**src/rtl/mul_scale_arbiter.sv**
```systemverilog
// Round-robin front end for one shared multiplier and scaling shifter.
// Each accepted request is multiplied, shifted right and saturated, then held until the consumer takes it.
module mul_scale_arbiter #(
  parameter int NUM_REQ = 4,
  parameter int WIDTH   = 8,
  parameter int SHIFT_W = 4,
  parameter int ID_W    = 2
) (
  input  logic                       ipClk,
  input  logic                       ipReset,
  input  logic [NUM_REQ-1:0]         ipValid,
  output logic [NUM_REQ-1:0]         opReady,
  input  logic [NUM_REQ*WIDTH-1:0]   ipA,
  input  logic [NUM_REQ*WIDTH-1:0]   ipB,
  input  logic [NUM_REQ-1:0]         ipASigned,
  input  logic [NUM_REQ-1:0]         ipBSigned,
  input  logic [NUM_REQ*SHIFT_W-1:0] ipShift,
  output logic                       opResultValid,
  input  logic                       ipResultReady,
  output logic [2*WIDTH-1:0]         opResult,
  output logic [WIDTH-1:0]           opNarrow,
  output logic                       opSaturated,
  output logic                       opResultSigned,
  output logic [ID_W-1:0]            opResultId
);

  typedef enum logic [1:0] {IDLE, MUL, SCALE, OUT} state_t;

  state_t               state;
  logic [ID_W-1:0]      ptr;
  logic [WIDTH-1:0]     a_q, b_q;
  logic                 a_signed_q, b_signed_q, signed_q;
  logic [SHIFT_W-1:0]   shift_q;
  logic [ID_W-1:0]      id_q;
  logic [2*WIDTH-1:0]   product_q;

  logic [NUM_REQ-1:0]   grant;
  logic [ID_W-1:0]      grant_id;
  logic                 grant_any;

  // First valid requester after the pointer, wrapping around.
  always_comb begin
    grant     = '0;
    grant_id  = '0;
    grant_any = 1'b0;
    for (int k = 1; k <= NUM_REQ; k++) begin
      if (!grant_any && ipValid[(int'(ptr) + k) % NUM_REQ]) begin
        grant_any = 1'b1;
        grant[(int'(ptr) + k) % NUM_REQ] = 1'b1;
        grant_id  = ID_W'((int'(ptr) + k) % NUM_REQ);
      end
    end
  end

  assign opReady = (state == IDLE && ipReset) ? grant : '0;

  // Extending to the full product width makes the low 2*WIDTH bits exact for every sign mix.
  logic [2*WIDTH-1:0] a_wide, b_wide;
  assign a_wide = {{WIDTH{a_signed_q & a_q[WIDTH-1]}}, a_q};
  assign b_wide = {{WIDTH{b_signed_q & b_q[WIDTH-1]}}, b_q};

  logic signed [2*WIDTH-1:0] product_s;
  logic [2*WIDTH-1:0]        shift_arith, shift_logic, shifted;
  assign product_s   = product_q;
  assign shift_arith = product_s >>> shift_q;
  assign shift_logic = product_q >> shift_q;
  assign shifted     = signed_q ? shift_arith : shift_logic;

  logic             fits, sat_c;
  logic [WIDTH-1:0] narrow_c;
  always_comb begin
    if (signed_q)
      fits = (&shifted[2*WIDTH-1:WIDTH-1]) | ~(|shifted[2*WIDTH-1:WIDTH-1]);
    else
      fits = ~(|shifted[2*WIDTH-1:WIDTH]);
    sat_c = ~fits;
    if (fits)
      narrow_c = shifted[WIDTH-1:0];
    else if (!signed_q)
      narrow_c = '1;
    else if (shifted[2*WIDTH-1])
      narrow_c = {1'b1, {(WIDTH-1){1'b0}}};
    else
      narrow_c = {1'b0, {(WIDTH-1){1'b1}}};
  end

  always_ff @(posedge ipClk or negedge ipReset) begin
    if (!ipReset) begin
      state          <= IDLE;
      ptr            <= ID_W'(NUM_REQ - 1);
      a_q            <= '0;
      b_q            <= '0;
      a_signed_q     <= 1'b0;
      b_signed_q     <= 1'b0;
      signed_q       <= 1'b0;
      shift_q        <= '0;
      id_q           <= '0;
      product_q      <= '0;
      opResultValid  <= 1'b0;
      opResult       <= '0;
      opNarrow       <= '0;
      opSaturated    <= 1'b0;
      opResultSigned <= 1'b0;
      opResultId     <= '0;
    end else begin
      case (state)
        IDLE: begin
          if (grant_any) begin
            a_q        <= ipA[int'(grant_id)*WIDTH +: WIDTH];
            b_q        <= ipB[int'(grant_id)*WIDTH +: WIDTH];
            a_signed_q <= ipASigned[grant_id];
            b_signed_q <= ipBSigned[grant_id];
            signed_q   <= ipASigned[grant_id] | ipBSigned[grant_id];
            shift_q    <= ipShift[int'(grant_id)*SHIFT_W +: SHIFT_W];
            id_q       <= grant_id;
            ptr        <= grant_id;
            state      <= MUL;
          end
        end
        MUL: begin
          product_q <= a_wide * b_wide;
          state     <= SCALE;
        end
        SCALE: begin
          opResult       <= shifted;
          opNarrow       <= narrow_c;
          opSaturated    <= sat_c;
          opResultSigned <= signed_q;
          opResultId     <= id_q;
          opResultValid  <= 1'b1;
          state          <= OUT;
        end
        OUT: begin
          if (ipResultReady) begin
            opResultValid <= 1'b0;
            state         <= IDLE;
          end
        end
        default: state <= IDLE;
      endcase
    end
  end

endmodule
```
**config.mk**
```make
export PLATFORM = sky130hd
export DESIGN_NAME = mul_scale_arbiter
export DESIGN_NICKNAME = d
export VERILOG_FILES = /design/src/rtl/mul_scale_arbiter.sv
export SDC_FILE = /design/constraint.sdc
export NUM_CORES = 1
export LEC_CHECK = 0
export CAP_MARGIN = 25
export CORE_MARGIN = 2
export CORE_UTILIZATION = 60
export DETAILED_ROUTE_END_ITERATION = 8
export PLACE_DENSITY = 0.88
export RECOVER_POWER = 50
export SETUP_SLACK_MARGIN = 0.15
export SYNTH_ARGS = -nofsm -noshare
export SYNTH_HDL_FRONTEND = slang
export SYNTH_SLANG_ARGS = --single-unit
```
**constraint.sdc**
```tcl
create_clock -name ipClk -period 8.5 [get_ports ipClk]
set_input_delay 1.7 -clock ipClk [delete_from_list [all_inputs] [get_ports ipClk]]
set_output_delay 1.7 -clock ipClk [all_outputs]
set_load 0.005 [all_outputs]
```
==> results of run 1 <==
-- logic make-up (layout without fill, tap and decap cells) --
family	count (synthesis)	count (layout)
buffers and inverters	162	254
and+or+nand+nor	238	238
DFF	74	74
muxes	104	104
xor gates and xnor gates	13	13
AOI/OAI and AO/OA	152	152
adders and majority gates	106	106
-- synthesized netlist by cell type (7+ instances only) --
cell type / n
nand2_1: 118
inv_1: 104
dfrtp_1: 72
fa_1: 63
mux2i_1: 47
mux2_2: 44
ha_1: 43
clkbuf_1: 35
o21ai_0: 34
nor2_1: 30
o21ai_1: 22
and2_1: 21
a21oi_1: 19
nand3_1: 14
mux4_2: 13
buf_2: 12
nor3_1: 11
o221ai_1: 11
xnor2_1: 10
a211oi_1: 7
nor2b_1: 7
-- flip-flops by register name, indices dropped and copies added, names as in the netlist, 2 cells and up --
register,cells
product_q,16
opResultId,2
opResult,16
shift_q,4
state,2
a_q,8
id_q,2
ptr,2
opNarrow,8
b_q,8
-- metrics by stage --
stage	worst slack, ps	instances
after detailed placement	2550	1097
after global placement	2650	1096
final	2470	1113
after CTS	2540	1113
after floorplan	3160	849
after global routing	2300	1113
-- area by class of cell --
cell class,instances,area [sq um]
clock buffer,9,225
clock inverter,7,83.8
fill,891,3250
inverter,106,398
multi-input combinational,613,5330
sequential,74,1850
tap,172,215
timing repair buffer,132,1320
-- path summary, 6_finish.rpt --
check                      slack [ps]                   endpoint                     start  depth (start not counted)
max                              2470                 opReady[0]                ipValid[0]                          6
min                               490   opResult[14]$_DFFE_PN0P_  opResult[14]$_DFFE_PN0P_                          1
max reg2reg                      2750  product_q[15]$_DFFE_PN0N_        b_q[7]$_DFFE_PN0P_                         17
min reg2reg                       490   opResult[14]$_DFFE_PN0P_  opResult[14]$_DFFE_PN0P_                          1
max in group asynchronous        3810         b_q[5]$_DFFE_PN0P_                   ipReset                          2
min in group asynchronous        1780   opResult[11]$_DFFE_PN0P_                   ipReset                          1
-- layer usage --
layer,wire (microns),vias up,share of wire
met2,9310,311,0.51
met3,1130,42,0.062
li1,-,3074,-
met4,471,0,0.026
met1,7330,3171,0.40
met5,0,-,0
-- worst max-delay path: cells and delay by family --
family / cells / cell delay [ps]
buffers and inverters: 2 / 1090
AND/OR/NAND/NOR: 1 / 560
AO/OA/AOI/OAI: 2 / 390
multiplexers: 1 / 590
==> summary.txt, run 1 <==
Status
  – Outcome: finished with violations
  – Failing checks: max-capacitance violations, max-slew violations

GRT
  – GR Util All Layers: 0.271
  – Vias in the first global route: 6444
  – Initial antenna violation count: 0
  – Grt met3 use: 0.0420
  – Global route hottest layer: met2
  – Grt met2 use: 0.475
  – Overflow left after global routing: 0
  – Largest net degree at the start of global routing: 55
  – Routing usage on met1: 0.339
  – First-pass GRT wire length: 30800 microns

Worst setup path
  – Worst path required time: 6800 ps
  – Most used cell, CP: clkdlybuf4s50_1
  – CP peak stage delay: 590 ps
  – Worst setup SP type: primary input
  – CP max-delay cell: mux4_2
  – Max Fanout on Critical Path: 9
  – CP Data Arrival Time: 4330 ps
  – Worst setup EP type: output port
  – Critical-path cell list: clkdlybuf4s50_1 -> mux4_2 -> nor2b_1 -> a222oi_1 -> a21oi_1 -> clkdlybuf4s50_1
  – Crit path kind: primary input to output port

STA
  – Fin Hold WS: 487 ps
  – Maximum clock rate: 166 MHz
  – Unrepaired setup endpoints after global routing: no
  – Slew @ Worst Pin: 2340 ps
  – Rel. slew slack: -0.562
  – Fin crit share: 0.710
  – Fin. max-slew vios: 116
  – Min cycle time layout: 6030 ps
  – Worst clock skew: 7.11 ps
  – Fin. Hold Viols: 0
  – Final setup fails: 0
  – Total negative slack: 0 ps

Logic synthesis
  – Post-synthesis average cell area: 9.22 sq um
  – Ys Warns: 0
  – Mux cell area share after synthesis: 0.161
  – Netlist cell types: 69
  – Number of synthesized flops with an enable pin: 0
  – Post-synthesis compound-gate area fraction: 0.130
  – Synth Area in XOR/XNOR: 0.0145
  – Register area share after synthesis: 0.237
  – Synth area leaders: dfrtp_1, fa_1, ha_1
  – Mapped cell area: 7830 sq um
  – Cell count after synthesis: 849
  – Main combinational cell family by area after synthesis: adder cells
  – Syn_nets: 1050
  – Synth area leader: dfrtp_1
  – Simple-gate portion of the synthesized area: 0.143
  – Synth Register Bits: 74
  – Post-synthesis adder-cell area fraction: 0.230
  – Top cell type's share of synthesized area: 0.230
  – Ys async rst share: 1.00
  – Ys flop type: dfrtp_1

Floorplan
  – Top Ports: 128
  – Initial Utilization: 0.618
  – Die H: 118 microns
  – DIE AREA: 14000 sq um
  – Num rows: 41
  – Die width: 118 microns
  – Core region area: 12700 sq um

Final layout
  – Layout cell share with drive strength beyond 1: 0.0967
  – Post-Route Utilization: 0.743
  – Fin nets: 1137
  – Area Growth Syn to Fin: 20.3%
  – Commonest non-fill, non-tap cell in the layout: clkdlybuf4s50_1
  – Finished layout cell area: 9420 sq um
  – Most frequent cells in the layout: clkdlybuf4s50_1, nand2_1, inv_1
  – Diode count: 0

Routing
  – DRC viols: 0
  – Vias per inst: 5.93
  – Routed length per instance: 16.4 microns
  – DR vias: 6598
  – Initial DRC Count: 721
  – Total Wirelength: 18200 microns
  – Pre-antenna DRT Iters: 8
  – Post-DRT Antenna Nets: 0

Clocking
  – CTS Buf Count: 9
  – Clock sinks: 74
  – Setup Fix Bufs, Post-CTS: 0
  – Worst-skew pair later-pin latency: 350 ps
  – CTS tree: done
  – Root Driver: clkbuf_16
  – Clock-pin slew on the worst setup and hold paths: 60 ps
  – Hold Buf Count CTS: 0
  – H-tree levels: 3
  – Clk buf depth: 2
  – Resize count post-CTS: 0

Min path
  – HP Class: flip-flop to flip-flop

Place
  – Port bufs: 127
  – Final GP Congestion: 0.907
  – Post-DP HPWL: 13900 microns
  – Placed standard-cell area: 9120 sq um

Job
  – Maxcap violations: 3
Power of run 1 is not shown: default switching activity piles up to over one toggle a cycle in this logic, so the estimate is an artifact.
==> run 2: changes to the inputs <==
CORE_UTILIZATION = 50   (was 60)
PLACE_DENSITY = 0.78   (was 0.88)
clock period = 5.2 ns   (was 8.5 ns; I/O delays follow)
==> summary.txt, run 2 (synthesis results as in run 1) <==
Routing
  – Initial DRC Count: 626
  – Pre-antenna DRT Iters: 6
  – DR vias: 6514
  – Routed length per instance: 15.9 microns
  – Vias per inst: 5.56
  – Post-DRT Antenna Nets: 0
  – Total Wirelength: 18600 microns
  – DRC viols: 0

Final layout
  – Registers with the most flip-flops: opResult (16), product_q (16)
  – Commonest non-fill, non-tap cell in the layout: clkdlybuf4s50_1
  – Diode count: 0
  – Post-Route Utilization: 0.634
  – Area Growth Syn to Fin: 23.6%
  – Fin nets: 1156
  – Filler Cell Count: 1313
  – Layout cell share with drive strength beyond 1: 0.127
  – Most frequent cells in the layout: clkdlybuf4s50_1, nand2_1, inv_1

Worst setup path
  – Worst path required time: 5420 ps
  – Critical-path cell list: nand2_2 -> or2_2 -> fa_1 -> fa_1 -> inv_1 -> fa_1 -> inv_1 -> fa_1 -> fa_1 -> inv_1 -> ha_4 -> o21ai_2 -> a21boi_1 -> o21ai_1 -> buf_4 -> nor2b_1 -> xnor2_1 -> mux2_2
  – Most used cell, CP: fa_1
  – Worst setup EP type: flip-flop
  – Crit path kind: flip-flop to flip-flop
  – CP max-delay cell: fa_1
  – CP Data Arrival Time: 5070 ps
  – Max Fanout on Critical Path: 3
  – CP peak stage delay: 560 ps
  – Worst setup SP type: flip-flop

STA
  – Unrepaired setup endpoints after global routing: no
  – Fin. max-slew vios: 116
  – Min cycle time layout: 4850 ps
  – Slew @ Worst Pin: 2320 ps
  – Worst clock skew: 8.08 ps
  – Total negative slack: 0 ps
  – Rel. slew slack: -0.548
  – Fin. Hold Viols: 0
  – Maximum clock rate: 206 MHz
  – Fin crit share: 0.933
  – Final setup fails: 0

Clocking
  – Worst-skew pair later-pin latency: 340 ps
  – Clock-pin slew on the worst setup and hold paths: 60 ps
  – H-tree levels: 3
  – CTS Buf Count: 9
  – CTS tree: done
  – Clk buf depth: 2
  – Clock sinks: 74
  – Root Driver: clkbuf_16

Floorplan
  – Core region area: 15300 sq um
  – Top Ports: 128
  – Die H: 129 microns
  – Num rows: 45
  – DIE AREA: 16700 sq um
  – Die width: 129 microns
  – Initial Utilization: 0.513

GRT
  – First-pass GRT wire length: 30800 microns
  – GR Util All Layers: 0.231
  – Overflow left after global routing: 0
  – Vias in the first global route: 6377
  – Largest net degree at the start of global routing: 55
  – Initial antenna violation count: 0

Place
  – Post-DP HPWL: 14500 microns
  – Port bufs: 127
  – Final GP Congestion: 0.903

Status
  – Failing checks: max-capacitance violations, max-slew violations
  – Outcome: finished with violations

Job
  – Maxcap violations: 3

Min path
  – HP Class: flip-flop to flip-flop
[run 2: cell count changes in the layout (fill, tap and decap cells not counted), sizes merged]
| cell | previous run | this run |
|---|---|---|
| dlygate4sd3 | 0 | 4 |
| clkbuf | 12 | 13 |
| inv | 108 | 107 |
| buf | 3 | 21 |
| bufinv | 1 | 2 |
| clkdlybuf4s50 | 126 | 122 |
[run 2: per-stage QoR]
step                instance area (sq um)  hold WS, ps  setup slack (ps)  instances
detailed placement                   9290          474               152       1152
global route                         9670          509               134       1171
CTS                                  9620          487               176       1169
global placement                     9290          455               192       1152
floorplan                            7840          444               126        849
finish                               9670          480               348       1171
[run 2: worst paths after layout]
path                                     startpoint                        end  slack [ps]  cells past startpoint
setup / recovery             b_signed_q$_DFFE_PN0P_  product_q[11]$_DFFE_PN0N_         350                     18
hold / removal             opResult[14]$_DFFE_PN0P_   opResult[14]$_DFFE_PN0P_         480                      1
setup reg to reg             b_signed_q$_DFFE_PN0P_  product_q[11]$_DFFE_PN0N_         350                     18
hold reg to reg            opResult[14]$_DFFE_PN0P_   opResult[14]$_DFFE_PN0P_         480                      1
max in group asynchronous                   ipReset         b_q[2]$_DFFE_PN0P_        1000                      2
min in group asynchronous                   ipReset    opResult[8]$_DFFE_PN0P_        1110                      1
[run 2: layout make-up]
cell class	instances	area, sq um	share of cell area
Clock inverter	7	98.8	0.0102
Clock buffer	9	225	0.0233
Multi-Input combinational cell	613	5380	0.556
Sequential cell	74	1860	0.192
Inverter	106	398	0.0411
Tap cell	211	264	0.0273
Timing Repair Buffer	151	1450	0.150
[run 2: worst max-delay path, delay by kind of cell, from the launching register on]
| family | cells | cell delay, ps |
|---|---|---|
| xor+xnor | 1 | 120 |
| flops | 1 | 350 |
| fa+ha+maj | 6 | 2830 |
| buf+inv | 4 | 330 |
| mux | 1 | 260 |
| compound gates | 3 | 370 |
| simple gates | 3 | 480 |
[run 2: timing repair]
action                     4_1_cts  5_1_grt
buffers inserted                 1        2
pin swaps                        1        6
gates resized for setup          0       13
hold buffers                     0        0
setup endpoints to repair        1        4
[run 2: metal layers]
| metal | vias up | share of wire | global-route usage |
|---|---|---|---|
| li1 | 3098 | - | - |
| met1 | 3159 | 0.42 | 0.300 |
| met2 | 219 | 0.51 | 0.401 |
| met3 | 38 | 0.046 | 0.0400 |
| met4 | 0 | 0.020 | 0.0588 |
| met5 | - | 0 | 0 |
Power of run 2 is left out for the same reason.
